**config.mk**
```make
export PLATFORM = sky130hd
export DESIGN_NAME = wb_burst_master
export DESIGN_NICKNAME = d
export VERILOG_FILES = /design/src/rtl/wb_burst_master.sv
export SDC_FILE = /design/constraint.sdc
export NUM_CORES = 1
export LEC_CHECK = 0
export CAP_MARGIN = 25
export CORE_ASPECT_RATIO = 1.5
export CORE_MARGIN = 10
export CORE_UTILIZATION = 42
export CTS_BUF_LIST = sky130_fd_sc_hd__clkbuf_8 sky130_fd_sc_hd__clkbuf_16
export CTS_CLUSTER_DIAMETER = 200
export DETAILED_ROUTE_END_ITERATION = 12
export PLACE_DENSITY = 0.69
export SETUP_SLACK_MARGIN = 0.1
export SLEW_MARGIN = 20
export SYNTH_ARGS = -nofsm -noshare
export SYNTH_HDL_FRONTEND = slang
export SYNTH_SLANG_ARGS = --single-unit
```
**constraint.sdc**
```tcl
create_clock -name wb_clk_i -period 2.75 [get_ports wb_clk_i]
set_input_delay 0.275 -clock wb_clk_i [delete_from_list [all_inputs] [get_ports wb_clk_i]]
set_output_delay 0.275 -clock wb_clk_i [all_outputs]
set_load 0.005 [all_outputs]
```
**src/rtl/wb_burst_master.sv**
```systemverilog
// wb_burst_master: Wishbone incrementing-burst pattern writer and read-back checker.
module wb_burst_master #(
    parameter int unsigned AW  = 26,
    parameter int unsigned DW  = 32,
    parameter int unsigned TMO = 1023
) (
    input  logic              wb_clk_i,
    input  logic              wb_rst_n,
    input  logic              cmd_valid,
    output logic              cmd_ready,
    input  logic              cmd_we,
    input  logic [AW-1:0]     cmd_addr,
    input  logic [3:0]        cmd_len,
    input  logic [DW-1:0]     cmd_seed,
    input  logic              err_clr,
    output logic              wb_cyc_o,
    output logic              wb_stb_o,
    output logic              wb_we_o,
    output logic [AW-1:0]     wb_addr_o,
    output logic [DW-1:0]     wb_dat_o,
    output logic [DW/8-1:0]   wb_sel_o,
    output logic [2:0]        wb_cti_o,
    input  logic [DW-1:0]     wb_dat_i,
    input  logic              wb_ack_i,
    output logic              busy,
    output logic              done,
    output logic [15:0]       err_cnt,
    output logic [AW-1:0]     err_addr,
    output logic              timeout
);

    localparam int unsigned SW  = DW / 8;
    localparam int unsigned WDW = 10;
    localparam logic [2:0]  CTI_CLASSIC = 3'b000;
    localparam logic [2:0]  CTI_INCR    = 3'b010;
    localparam logic [2:0]  CTI_END     = 3'b111;

    typedef enum logic [1:0] {S_IDLE, S_XFER, S_DONE} state_t;

    state_t             r_state, w_state_nxt;
    logic               r_ready, w_ready;
    logic               r_cyc, w_cyc;
    logic               r_we, w_we;
    logic [AW-1:0]      r_addr, w_addr;
    logic [DW-1:0]      r_dat, w_dat;
    logic [DW-1:0]      r_exp, w_exp;
    logic [SW-1:0]      r_sel, w_sel;
    logic [2:0]         r_cti, w_cti;
    logic [3:0]         r_beat, w_beat;
    logic [3:0]         r_last, w_last;
    logic [WDW-1:0]     r_wdog, w_wdog;
    logic               r_busy, w_busy;
    logic               r_done, w_done;
    logic [15:0]        r_err_cnt, w_err_cnt;
    logic [AW-1:0]      r_err_addr, w_err_addr;
    logic               r_timeout, w_timeout;

    logic               w_ack_last;
    logic               w_wdog_exp;
    logic               w_mismatch;
    logic [3:0]         w_beat_inc;
    logic [DW-1:0]      w_exp_inc;
    logic [AW-1:0]      w_base;

    assign w_ack_last = wb_ack_i && (r_beat == r_last);
    assign w_wdog_exp = !wb_ack_i && (r_wdog == WDW'(TMO - 1));
    assign w_mismatch = wb_ack_i && !r_we && (wb_dat_i != r_exp);
    assign w_beat_inc = r_beat + 4'd1;
    assign w_exp_inc  = r_exp + DW'(1);
    assign w_base     = cmd_addr & ~AW'(3);

    // State register
    always_ff @(posedge wb_clk_i or negedge wb_rst_n) begin
        if (!wb_rst_n) r_state <= S_IDLE;
        else           r_state <= w_state_nxt;
    end

    // Next-state logic
    always_comb begin
        w_state_nxt = r_state;
        case (r_state)
            S_IDLE: if (cmd_valid) w_state_nxt = S_XFER;
            S_XFER: if (w_ack_last || w_wdog_exp) w_state_nxt = S_DONE;
            S_DONE: w_state_nxt = S_IDLE;
            default: w_state_nxt = S_IDLE;
        endcase
    end

    // Next values of all registered outputs and burst datapath
    always_comb begin
        w_ready    = r_ready;
        w_cyc      = r_cyc;
        w_we       = r_we;
        w_addr     = r_addr;
        w_dat      = r_dat;
        w_exp      = r_exp;
        w_sel      = r_sel;
        w_cti      = r_cti;
        w_beat     = r_beat;
        w_last     = r_last;
        w_wdog     = r_wdog;
        w_busy     = r_busy;
        w_done     = 1'b0;
        w_err_cnt  = r_err_cnt;
        w_err_addr = r_err_addr;
        w_timeout  = r_timeout;
        case (r_state)
            S_IDLE: begin
                if (cmd_valid) begin
                    w_ready = 1'b0;
                    w_cyc   = 1'b1;
                    w_we    = cmd_we;
                    w_addr  = w_base;
                    w_exp   = cmd_seed;
                    w_dat   = cmd_we ? cmd_seed : '0;
                    w_sel   = '1;
                    w_cti   = (cmd_len == 4'd1) ? CTI_END : CTI_INCR;
                    w_beat  = 4'd0;
                    w_last  = cmd_len - 4'd1;
                    w_wdog  = '0;
                    w_busy  = 1'b1;
                end
            end
            S_XFER: begin
                if (w_mismatch) begin
                    w_err_cnt = (r_err_cnt == 16'hFFFF) ? r_err_cnt : r_err_cnt + 16'd1;
                    if (r_err_cnt == 16'd0) w_err_addr = r_addr;
                end
                if (w_ack_last || w_wdog_exp) begin
                    w_cyc  = 1'b0;
                    w_we   = 1'b0;
                    w_sel  = '0;
                    w_cti  = CTI_CLASSIC;
                    w_done = 1'b1;
                    if (w_wdog_exp) w_timeout = 1'b1;
                end else if (wb_ack_i) begin
                    w_wdog = '0;
                    w_beat = w_beat_inc;
                    w_addr = r_addr + AW'(4);
                    w_exp  = w_exp_inc;
                    w_dat  = r_we ? w_exp_inc : '0;
                    w_cti  = (w_beat_inc == r_last) ? CTI_END : CTI_INCR;
                end else begin
                    w_wdog = r_wdog + WDW'(1);
                end
            end
            S_DONE: begin
                w_busy  = 1'b0;
                w_ready = 1'b1;
            end
            default: begin
                w_busy  = 1'b0;
                w_ready = 1'b1;
            end
        endcase
        // Clearing the error record beats any concurrent update
        if (err_clr) begin
            w_err_cnt  = '0;
            w_err_addr = '0;
            w_timeout  = 1'b0;
        end
    end

    // Output and datapath registers
    always_ff @(posedge wb_clk_i or negedge wb_rst_n) begin
        if (!wb_rst_n) begin
            r_ready    <= 1'b1;
            r_cyc      <= 1'b0;
            r_we       <= 1'b0;
            r_addr     <= '0;
            r_dat      <= '0;
            r_exp      <= '0;
            r_sel      <= '0;
            r_cti      <= CTI_CLASSIC;
            r_beat     <= '0;
            r_last     <= '0;
            r_wdog     <= '0;
            r_busy     <= 1'b0;
            r_done     <= 1'b0;
            r_err_cnt  <= '0;
            r_err_addr <= '0;
            r_timeout  <= 1'b0;
        end else begin
            r_ready    <= w_ready;
            r_cyc      <= w_cyc;
            r_we       <= w_we;
            r_addr     <= w_addr;
            r_dat      <= w_dat;
            r_exp      <= w_exp;
            r_sel      <= w_sel;
            r_cti      <= w_cti;
            r_beat     <= w_beat;
            r_last     <= w_last;
            r_wdog     <= w_wdog;
            r_busy     <= w_busy;
            r_done     <= w_done;
            r_err_cnt  <= w_err_cnt;
            r_err_addr <= w_err_addr;
            r_timeout  <= w_timeout;
        end
    end

    assign cmd_ready = r_ready;
    assign wb_cyc_o  = r_cyc;
    assign wb_stb_o  = r_cyc;
    assign wb_we_o   = r_we;
    assign wb_addr_o = r_addr;
    assign wb_dat_o  = r_dat;
    assign wb_sel_o  = r_sel;
    assign wb_cti_o  = r_cti;
    assign busy      = r_busy;
    assign done      = r_done;
    assign err_cnt   = r_err_cnt;
    assign err_addr  = r_err_addr;
    assign timeout   = r_timeout;

endmodule

```
== Word-level counts from Yosys, hierarchy flattened ==
Index checks and enable logic that the tools add are counted.

* Flip-flop bits (word level): 165
* Input port bits: 100
* Logic and storage cells: 118

* Add/sub/neg operators: 6
* Equality and inequality tests: 13
* Muxes and demuxes: 56
* Bitwise operators: 1
* Reduce and logical (&&, ||, !) cells: 25

{| class="wikitable"
|+ Operator list
! operator !! count
|-
| 2-to-1 mux 32 bit || 8
|-
| 2-to-1 mux 26 bit || 7
|-
| case mux 32 bit (2 select lines) || 2
|-
| 2-to-1 mux 16 bit || 4
|-
| case mux 26 bit (2 select lines) || 1
|-
| adder 32 x 1 -> 32 bit, second input constant || 1
|-
| inequality test 32 bit || 1
|-
| 2-to-1 mux 10 bit || 3
|-
| adder 26 x 3 -> 26 bit, second input constant || 1
|-
| 2-to-1 mux 4 bit || 5
|-
| case mux 10 bit (2 select lines) || 1
|-
| AND reduction 3 bit || 6
|-
| adder 16 x 1 -> 16 bit, second input constant || 1
|-
| == test 16 bit, second input constant || 1
|-
| logical NOT 16 bit || 1
|-
| case mux 4 bit (2 select lines) || 2
|-
| 2-to-1 mux 3 bit || 5
|-
| nonzero test 2 bit || 6
|-
| adder 10 x 1 -> 10 bit, second input constant || 1
|-
| == test 10 bit, second input constant || 1
|-
| 2-to-1 mux 1 bit || 10
|-
| inequality test 2 bit, second input constant || 5
|-
| == test 4 bit || 2
|-
| case mux 1 bit (2 select lines) || 4
|-
| 15 further kinds || 22
|}

== Longest topological paths before layout ==
Gate-level depths: netlist of run 1.

* Word-level depth: 6
* Gate-level depth with buffers: 9
* Depth with buffers taken out: 8

== Worst setup path before layout of run 1 ==
No wires, ideal clock.

* Kind: register to register
* Start: reg r_exp[0]
* End: reg r_dat[18], in the netlist wb_dat_o[18]
* Setup time: 0.127 ns
* Arrival: 2.122 ns
* Data required time: 2.623 ns
* Setup slack: 0.501 ns
* Stages on the path, launching flop included: 9
* Buffers on the path: 1
* Clock period less this slack: 2.249 ns
* Path through: dfrtp_1 ha_1 and4_1 buf_2 nand2_1 or4_4 xnor2_1 a221oi_1 nor2_1

* Longest elaborated chain between the ends: 5

{| class="wikitable"
|+ RTL lines
! what !! RTL line !! source
|-
| start, declared || 46 || <nowiki>logic [DW-1:0] r_exp, w_exp;</nowiki>
|-
| start signal, assigned || 189 || <nowiki>r_exp <= w_exp;</nowiki>
|-
| adder 32 x 1 -> 32 bit || 69 || <nowiki>assign w_exp_inc = r_exp + DW'(1);</nowiki>
|-
| 2-to-1 mux 32 bit || 141 || <nowiki>w_dat = r_we ? w_exp_inc : '0;</nowiki>
|-
| 2-to-1 mux 32 bit || 136 || <nowiki>end else if (wb_ack_i) begin</nowiki>
|-
| 2-to-1 mux 32 bit || 129 || <nowiki>if (w_ack_last || w_wdog_exp) begin</nowiki>
|-
| case mux 32 bit (2 select lines) || 107 || <nowiki>case (r_state)</nowiki>
|-
| end signal, assigned || 188 || <nowiki>r_dat <= w_dat;</nowiki>
|-
| end, declared || 45 || <nowiki>logic [DW-1:0] r_dat, w_dat;</nowiki>
|}

Every way passes these cells. The select of a mux whose other input is x is not followed.
A chain may end at the register's enable or synchronous reset.

== Worst setup path in the final report of run 1 ==
* Start: reg r_exp[0]
* End: reg r_dat[26], in the netlist wb_dat_o[26]

Same word-level chain as after synthesis.

==> results of run 1 <==
sequential cells by signal (all words and copies together) (netlist names), 2 cells and up:
register and count:
err_addr 25, err_cnt 16, r_beat 4, r_exp 32, r_last 4, r_state 2, r_wdog 10, wb_addr_o 24
wb_cti_o 2, wb_dat_o 32
worst paths after layout:
kind / start / to / slack, ns / cells after the start
max: r_exp[0]$_DFFE_PN0P_ / wb_dat_o[26]$_DFFE_PN0P_ / 0.38 / 6
min: err_clr / err_addr[12]$_DFFE_PN0P_ / 0.35 / 2
max reg2reg: r_exp[0]$_DFFE_PN0P_ / wb_dat_o[26]$_DFFE_PN0P_ / 0.38 / 6
min reg2reg: wb_dat_o[10]$_DFFE_PN0P_ / wb_dat_o[10]$_DFFE_PN0P_ / 0.48 / 2
max in group asynchronous: wb_rst_n / wb_dat_o[12]$_DFFE_PN0P_ / 1.62 / 3
min in group asynchronous: wb_rst_n / err_addr[19]$_DFFE_PN0P_ / 0.41 / 2
kinds of logic (layout without fill, tap and decap cells):
group / Yosys count / count (layout)
simple gates: 403 / 403
compound gates: 243 / 243
flops: 157 / 157
buf+inv: 109 / 302
xor+xnor: 78 / 78
mux: 40 / 40
fa+ha+maj: 9 / 9
other cells: 1 / 8
cell usage in the layout (no fill, tap or decap), drive strengths merged, types with 12 or more instances in the layout:
cell type / instances
nor4: 15
mux2: 12
and3: 13
a31oi: 12
nor3: 24
inv: 20
nand2: 95
xor2: 15
dfrtp: 156
o21ai: 70
buf: 45
nand3: 46
mux2i: 28
a21oi: 72
a22oi: 20
xnor2: 63
nor2: 127
o22ai: 20
clkbuf: 19
nand4: 31
a221oi: 14
clkdlybuf4s50: 207
metal layers:
| layer | vias to the layer above | GRT usage [%] | share of wire [%] |
|---|---|---|---|
| met5 | - | 0 | 0 |
| met4 | 0 | 8.62 | 2.5 |
| met3 | 44 | 4.21 | 5.0 |
| met2 | 241 | 34.1 | 52 |
| met1 | 4093 | 23.9 | 41 |
| li1 | 4054 | - | - |
layout make-up:
type | count | share of cell area, %
Antenna cell | 6 | 0.123
Clock buffer | 18 | 3.60
Clock inverter | 14 | 1.58
Inverter | 16 | 0.492
Multi-Input combinational cell | 775 | 38.7
Sequential cell | 157 | 32.2
Tap cell | 272 | 2.79
Timing Repair Buffer | 254 | 20.5
critical path: cells and delay by family (launching register included):
family	cells	cell delay (ns)
AND/OR/NAND/NOR	3	1.01
XOR/XNOR	1	0.15
adder cells (fa/ha/maj)	1	0.33
flip-flops	1	0.50
AO/OA/AOI/OAI	1	0.27
power by group through the flow:
stage	combinational, mW	clock, mW	sequential, mW
CTS	6.62	2.60	4.13
detailed placement	6.58	0	4.17
floorplan	4.26	0	3.82
finish	6.59	2.55	4.15
global route	7.29	2.69	4.28
global placement	6.47	0	4.13
==> impl_metrics.env, run 1 <==
export IMPL_status="complete, no violations"
export IMPL_worstHoldPathType="in2reg"
export IMPL_power_frac_comb_pct=49.6
export IMPL_drt_iter0_markers=620
export IMPL_ys_seq_area_share_pct=43.0
export IMPL_synthTopCellsByArea="dfrtp_1 (43%), xnor2_1 (6.0%), nor2_1 (5.2%), a21oi_1 (3.9%), nand2_1 (3.9%)"
export IMPL_synth_xor_area_share_pct=7.47
export IMPL_start_util_pct=42.4
export IMPL_fin_crit_sh_pct=86.2
export IMPL_fillCellCount=1934
export IMPL_vias=8432
export IMPL_post_drt_wl_per_cell_um=19.1
export IMPL_fmax_mhz=422
export IMPL_dp_cells=1472
export IMPL_synth_largest_area_cell="dfrtp_1"
export IMPL_synth_flop_cell="dfrtp_1"
export IMPL_synthCells=1040
export IMPL_drive_above_1_share_pct=8.51
export IMPL_syn_area_per_cell_um2=8.79
export IMPL_hold_viol=0
export IMPL_muxShareOfSynthArea_pct=4.54
export IMPL_path_cells="ha_1, nand4_1, nor4_1, xor2_1, a221oi_1, nor2_1"
export IMPL_synth_common_cells="dfrtp_1 (156), nor2_1 (127), nand2_1 (95), a21oi_1 (72), o21ai_0 (70)"
export IMPL_multi_input_area_mm2=0.00472
export IMPL_clk_pin_slew_worst_paths_ns=0.07
export IMPL_core_mm2=0.0216
export IMPL_async_flop_share_pct=100
export IMPL_gp_congestion=0.851
export IMPL_slew_headroom_pct=55.2
export IMPL_grt_pass1_vias=8413
export IMPL_final_cells=1512
export IMPL_grt_pass1_wl_mm=46.3
export IMPL_cp_required_ns=3.07
export IMPL_yosys_area_top_type_share_pct=42.7
export IMPL_fin_tns_setup_ns=0
export IMPL_finalCriticalPeriod_ns=2.37
export IMPL_fp_dieW_um=140
export IMPL_clk_latency_ns=0.44
export IMPL_crit_type="reg2reg"
export IMPL_ys_ff_latch=157
export IMPL_port_buffers=209
export IMPL_fin_skew_ns=0.0113
export IMPL_switching_share_pct=41.4
export IMPL_fin_area_mm2=0.0122
export IMPL_cts_root_buf="clkbuf_16"
export IMPL_rsz0062_at_grt="no"
export IMPL_row_count=66
export IMPL_arrival_ns=2.69
export IMPL_post_dp_cell_area_mm2=0.0115
export IMPL_slowest_stage="nor4_1"
export IMPL_power_frac_seq_pct=31.2
export IMPL_power_total_mw=13.3
export IMPL_whs_ns=0.352
export IMPL_cts_sink_count=157
export IMPL_synth_top_family_by_area="simple AND/OR/NAND/NOR gates"
export IMPL_final_util_pct=56.6
export IMPL_slew_viol_final=0
export IMPL_drt_total_wl_mm=28.9
export IMPL_syn_to_final_growth_pct=33.5
export IMPL_overflow=0
export IMPL_die_height_um=201
export IMPL_critPathCaptureType="flop"
export IMPL_clock_path_buffers=2
export IMPL_cts_resized=0
export IMPL_gr_usage_all_layers_pct=20.1
export IMPL_fin_nets=1330
export IMPL_ctsHoldBuffers=1
export IMPL_die_area_mm2=0.0282
export IMPL_cp_max_fo=7
export IMPL_synth_compound_area_share_pct=16.5
export IMPL_clockPowerShare_pct=19.2
export IMPL_start_kind="flop"
export IMPL_finalSetupViolCount=0
export IMPL_synthSimpleGateAreaFrac_pct=21.7
export IMPL_worst_pin_slew_ns=0.672
export IMPL_p_leak_nw=4.89
export IMPL_htreeDepth=4
export IMPL_cts_buffers=17
export IMPL_vias_per_cell=5.58
export IMPL_synth_edf_count=0
export IMPL_maxCapViolCount=0
export IMPL_pwr_density_cell_mw_per_mm2=1090
export IMPL_synth_adder_area_share_pct=1.23
export IMPL_yosys_warnings=0
export IMPL_p_int_mw=7.79
export IMPL_first_pass_iters=5
export IMPL_netSwitchingPower_mw=5.50
export IMPL_cts_tree="yes"
export IMPL_seqCellArea_mm2=0.00393
export IMPL_io_pin_count=214
export IMPL_antenna_found_initial=6
export IMPL_synth_distinct_cells=60
export IMPL_grt_max_degree=69
export IMPL_dp_hpwl_mm=21.5
export IMPL_dpl_worst_slack_ns=0.0966
export IMPL_max_vdd_ir_drop_mv=0.695
export IMPL_timing_final_ws_setup_ns=0.379
export IMPL_synth_area_mm2=0.00914
export IMPL_slowest_delay_ns=0.66
export IMPL_ant_nets=0
export IMPL_synth_most_common_cell="dfrtp_1"
export IMPL_drc=0
export IMPL_post_cts_buffers=0
No activity file was read; power rests on OpenSTA's default activity.
==> run 2: changes to the inputs <==
- CORE_MARGIN: 10 -> unset
==> run 2 against run 1 <==
Against the previous run:
- cell area decreased by 0.82%
- register-to-register slack worse by 0.09 ns
- critical path depth grew 1
- clock-buffer cell count grew 1
==> impl_metrics.env, run 2 (synthesized netlist as in run 1, its figures left out) <==
export IMPL_status="complete, no violations"
export IMPL_die_area_mm2=0.0224
export IMPL_busiest_layer="met2"
export IMPL_drt_iter0_markers=548
export IMPL_dp_hpwl_mm=19.1
export IMPL_post_drt_wl_per_cell_um=18.0
export IMPL_maxCapViolCount=0
export IMPL_gp_congestion=0.831
export IMPL_start_util_pct=43.1
export IMPL_grt_use_met3_pct=3.69
export IMPL_fin_tns_setup_ns=0
export IMPL_crit_type="reg2reg"
export IMPL_cts_buffers=17
export IMPL_drc=0
export IMPL_grtUsageMet1_pct=31.3
export IMPL_htreeDepth=4
export IMPL_grt_max_degree=85
export IMPL_first_pass_iters=5
export IMPL_fin_crit_sh_pct=89.4
export IMPL_vias=8344
export IMPL_clk_pin_slew_worst_paths_ns=0.06
export IMPL_final_common_cell="clkdlybuf4s50_1"
export IMPL_fp_dieW_um=122
export IMPL_finalSetupViolCount=0
export IMPL_clock_path_buffers=2
export IMPL_rsz0062_at_grt="no"
export IMPL_hold_viol=0
export IMPL_ant_nets=0
export IMPL_worst_pin_slew_ns=0.944
export IMPL_vias_per_cell=5.59
export IMPL_cts_root_buf="clkbuf_16"
export IMPL_fillCellCount=1867
export IMPL_die_height_um=183
export IMPL_cts_tree="yes"
export IMPL_p_leak_nw=4.83
export IMPL_dpl_worst_slack_ns=0.0211
export IMPL_slew_headroom_pct=36.7
export IMPL_grt_pass1_wl_mm=42.5
export IMPL_port_buffers=209
export IMPL_clk_latency_ns=0.44
export IMPL_overflow=0
export IMPL_met2_usage_pct=41.3
export IMPL_row_count=65
export IMPL_grt_pass1_vias=8033
export IMPL_cp_max_fo=20
export IMPL_fin_nets=1318
export IMPL_arrival_ns=2.78
export IMPL_critPathCaptureType="flop"
export IMPL_seqCellArea_mm2=0.00393
export IMPL_cts_sink_count=157
export IMPL_start_kind="flop"
export IMPL_max_vdd_ir_drop_mv=0.870
export IMPL_finalCriticalPeriod_ns=2.46
export IMPL_core_mm2=0.0212
export IMPL_drt_total_wl_mm=26.8
export IMPL_timing_final_ws_setup_ns=0.291
export IMPL_most_common_layout_cells="clkdlybuf4s50_1 (207), dfrtp_1 (156), nor2_1 (127)"
export IMPL_cp_required_ns=3.07
export IMPL_multi_input_area_mm2=0.00473
export IMPL_io_pin_count=214
export IMPL_syn_to_final_growth_pct=32.4
export IMPL_worstHoldPathType="in2reg"
export IMPL_pwr_density_cell_mw_per_mm2=1080
export IMPL_fmax_mhz=407
export IMPL_drive_above_1_share_pct=7.61
export IMPL_slew_viol_final=0
export IMPL_fin_skew_ns=0.0147
export IMPL_gr_usage_all_layers_pct=24.5
export IMPL_antenna_found_initial=1
run 2: cell types whose count changed in the layout (fill, tap and decap cells not counted), sizes merged:
cell    delta
diode      -4
buf       -11
clkinv     -1
run 2: worst max-delay path, cell delays in order (launching register included):
cell     delay (ns)
dfrtp_1        0.51
xnor2_1        0.23
nand4_1        0.19
nor4_2         0.61
and2_1         0.28
buf_12         0.16
nor3_1         0.07
mux2_2         0.28
run 2: metal layers:
metal	part of all wire, %	vias up
li1	-	4019
met1	42	4067
met2	52	224
met3	3.9	34
met4	2.4	0
met5	0	-
run 2: per-stage QoR:
stage	cells	area (um2)	utilization (%)	power [mW]	hold slack (ns)
4_1_cts	1490	12100	57.0	13.1	0.369
3_5_place_dp	1457	11500	54.0	10.5	0.391
3_3_place_gp	1457	11500	54.0	10.4	0.387
5_1_grt	1491	12100	57.0	14.0	0.383
6_report	1492	12100	57.0	13.1	0.381
2_1_floorplan	1041	9150	-	8.08	-0.0206
run 2: final timing paths:
kind                       cells after the start                       end                     from  slack [ns]
hold reg to reg                                2   wb_dat_o[5]$_DFFE_PN0P_  wb_dat_o[5]$_DFFE_PN0P_        0.47
hold / removal                                 2  err_addr[11]$_DFFE_PN0P_                  err_clr        0.38
setup / recovery                               7   err_cnt[12]$_DFFE_PN0P_     r_exp[2]$_DFFE_PN0P_        0.29
setup reg to reg                               7   err_cnt[12]$_DFFE_PN0P_     r_exp[2]$_DFFE_PN0P_        0.29
max in group asynchronous                      3      r_exp[6]$_DFFE_PN0P_                 wb_rst_n        1.48
min in group asynchronous                      2  err_addr[19]$_DFFE_PN0P_                 wb_rst_n        0.46
run 2: area by class of cell:
type,instances,share of cell area [%]
multi-input combinational,775,39.1
sequential,157,32.5
clock buffer,19,3.74
inverter,16,0.496
timing repair buffer,242,19.9
clock inverter,13,1.45
tap,268,2.77
antenna,2,0.0414
run 2: where the power goes:
part	switching, mW	internal [mW]
sequential	1.10	3.15
clock	0.974	1.56
combinational	3.29	2.98
run 2: timing repair:
item,4_1_cts,5_1_grt
resized for setup,0,1
hold endpoints to repair,74,0
endpoints found under the setup margin,0,1
setup buffers,0,0
hold buffers,1,0
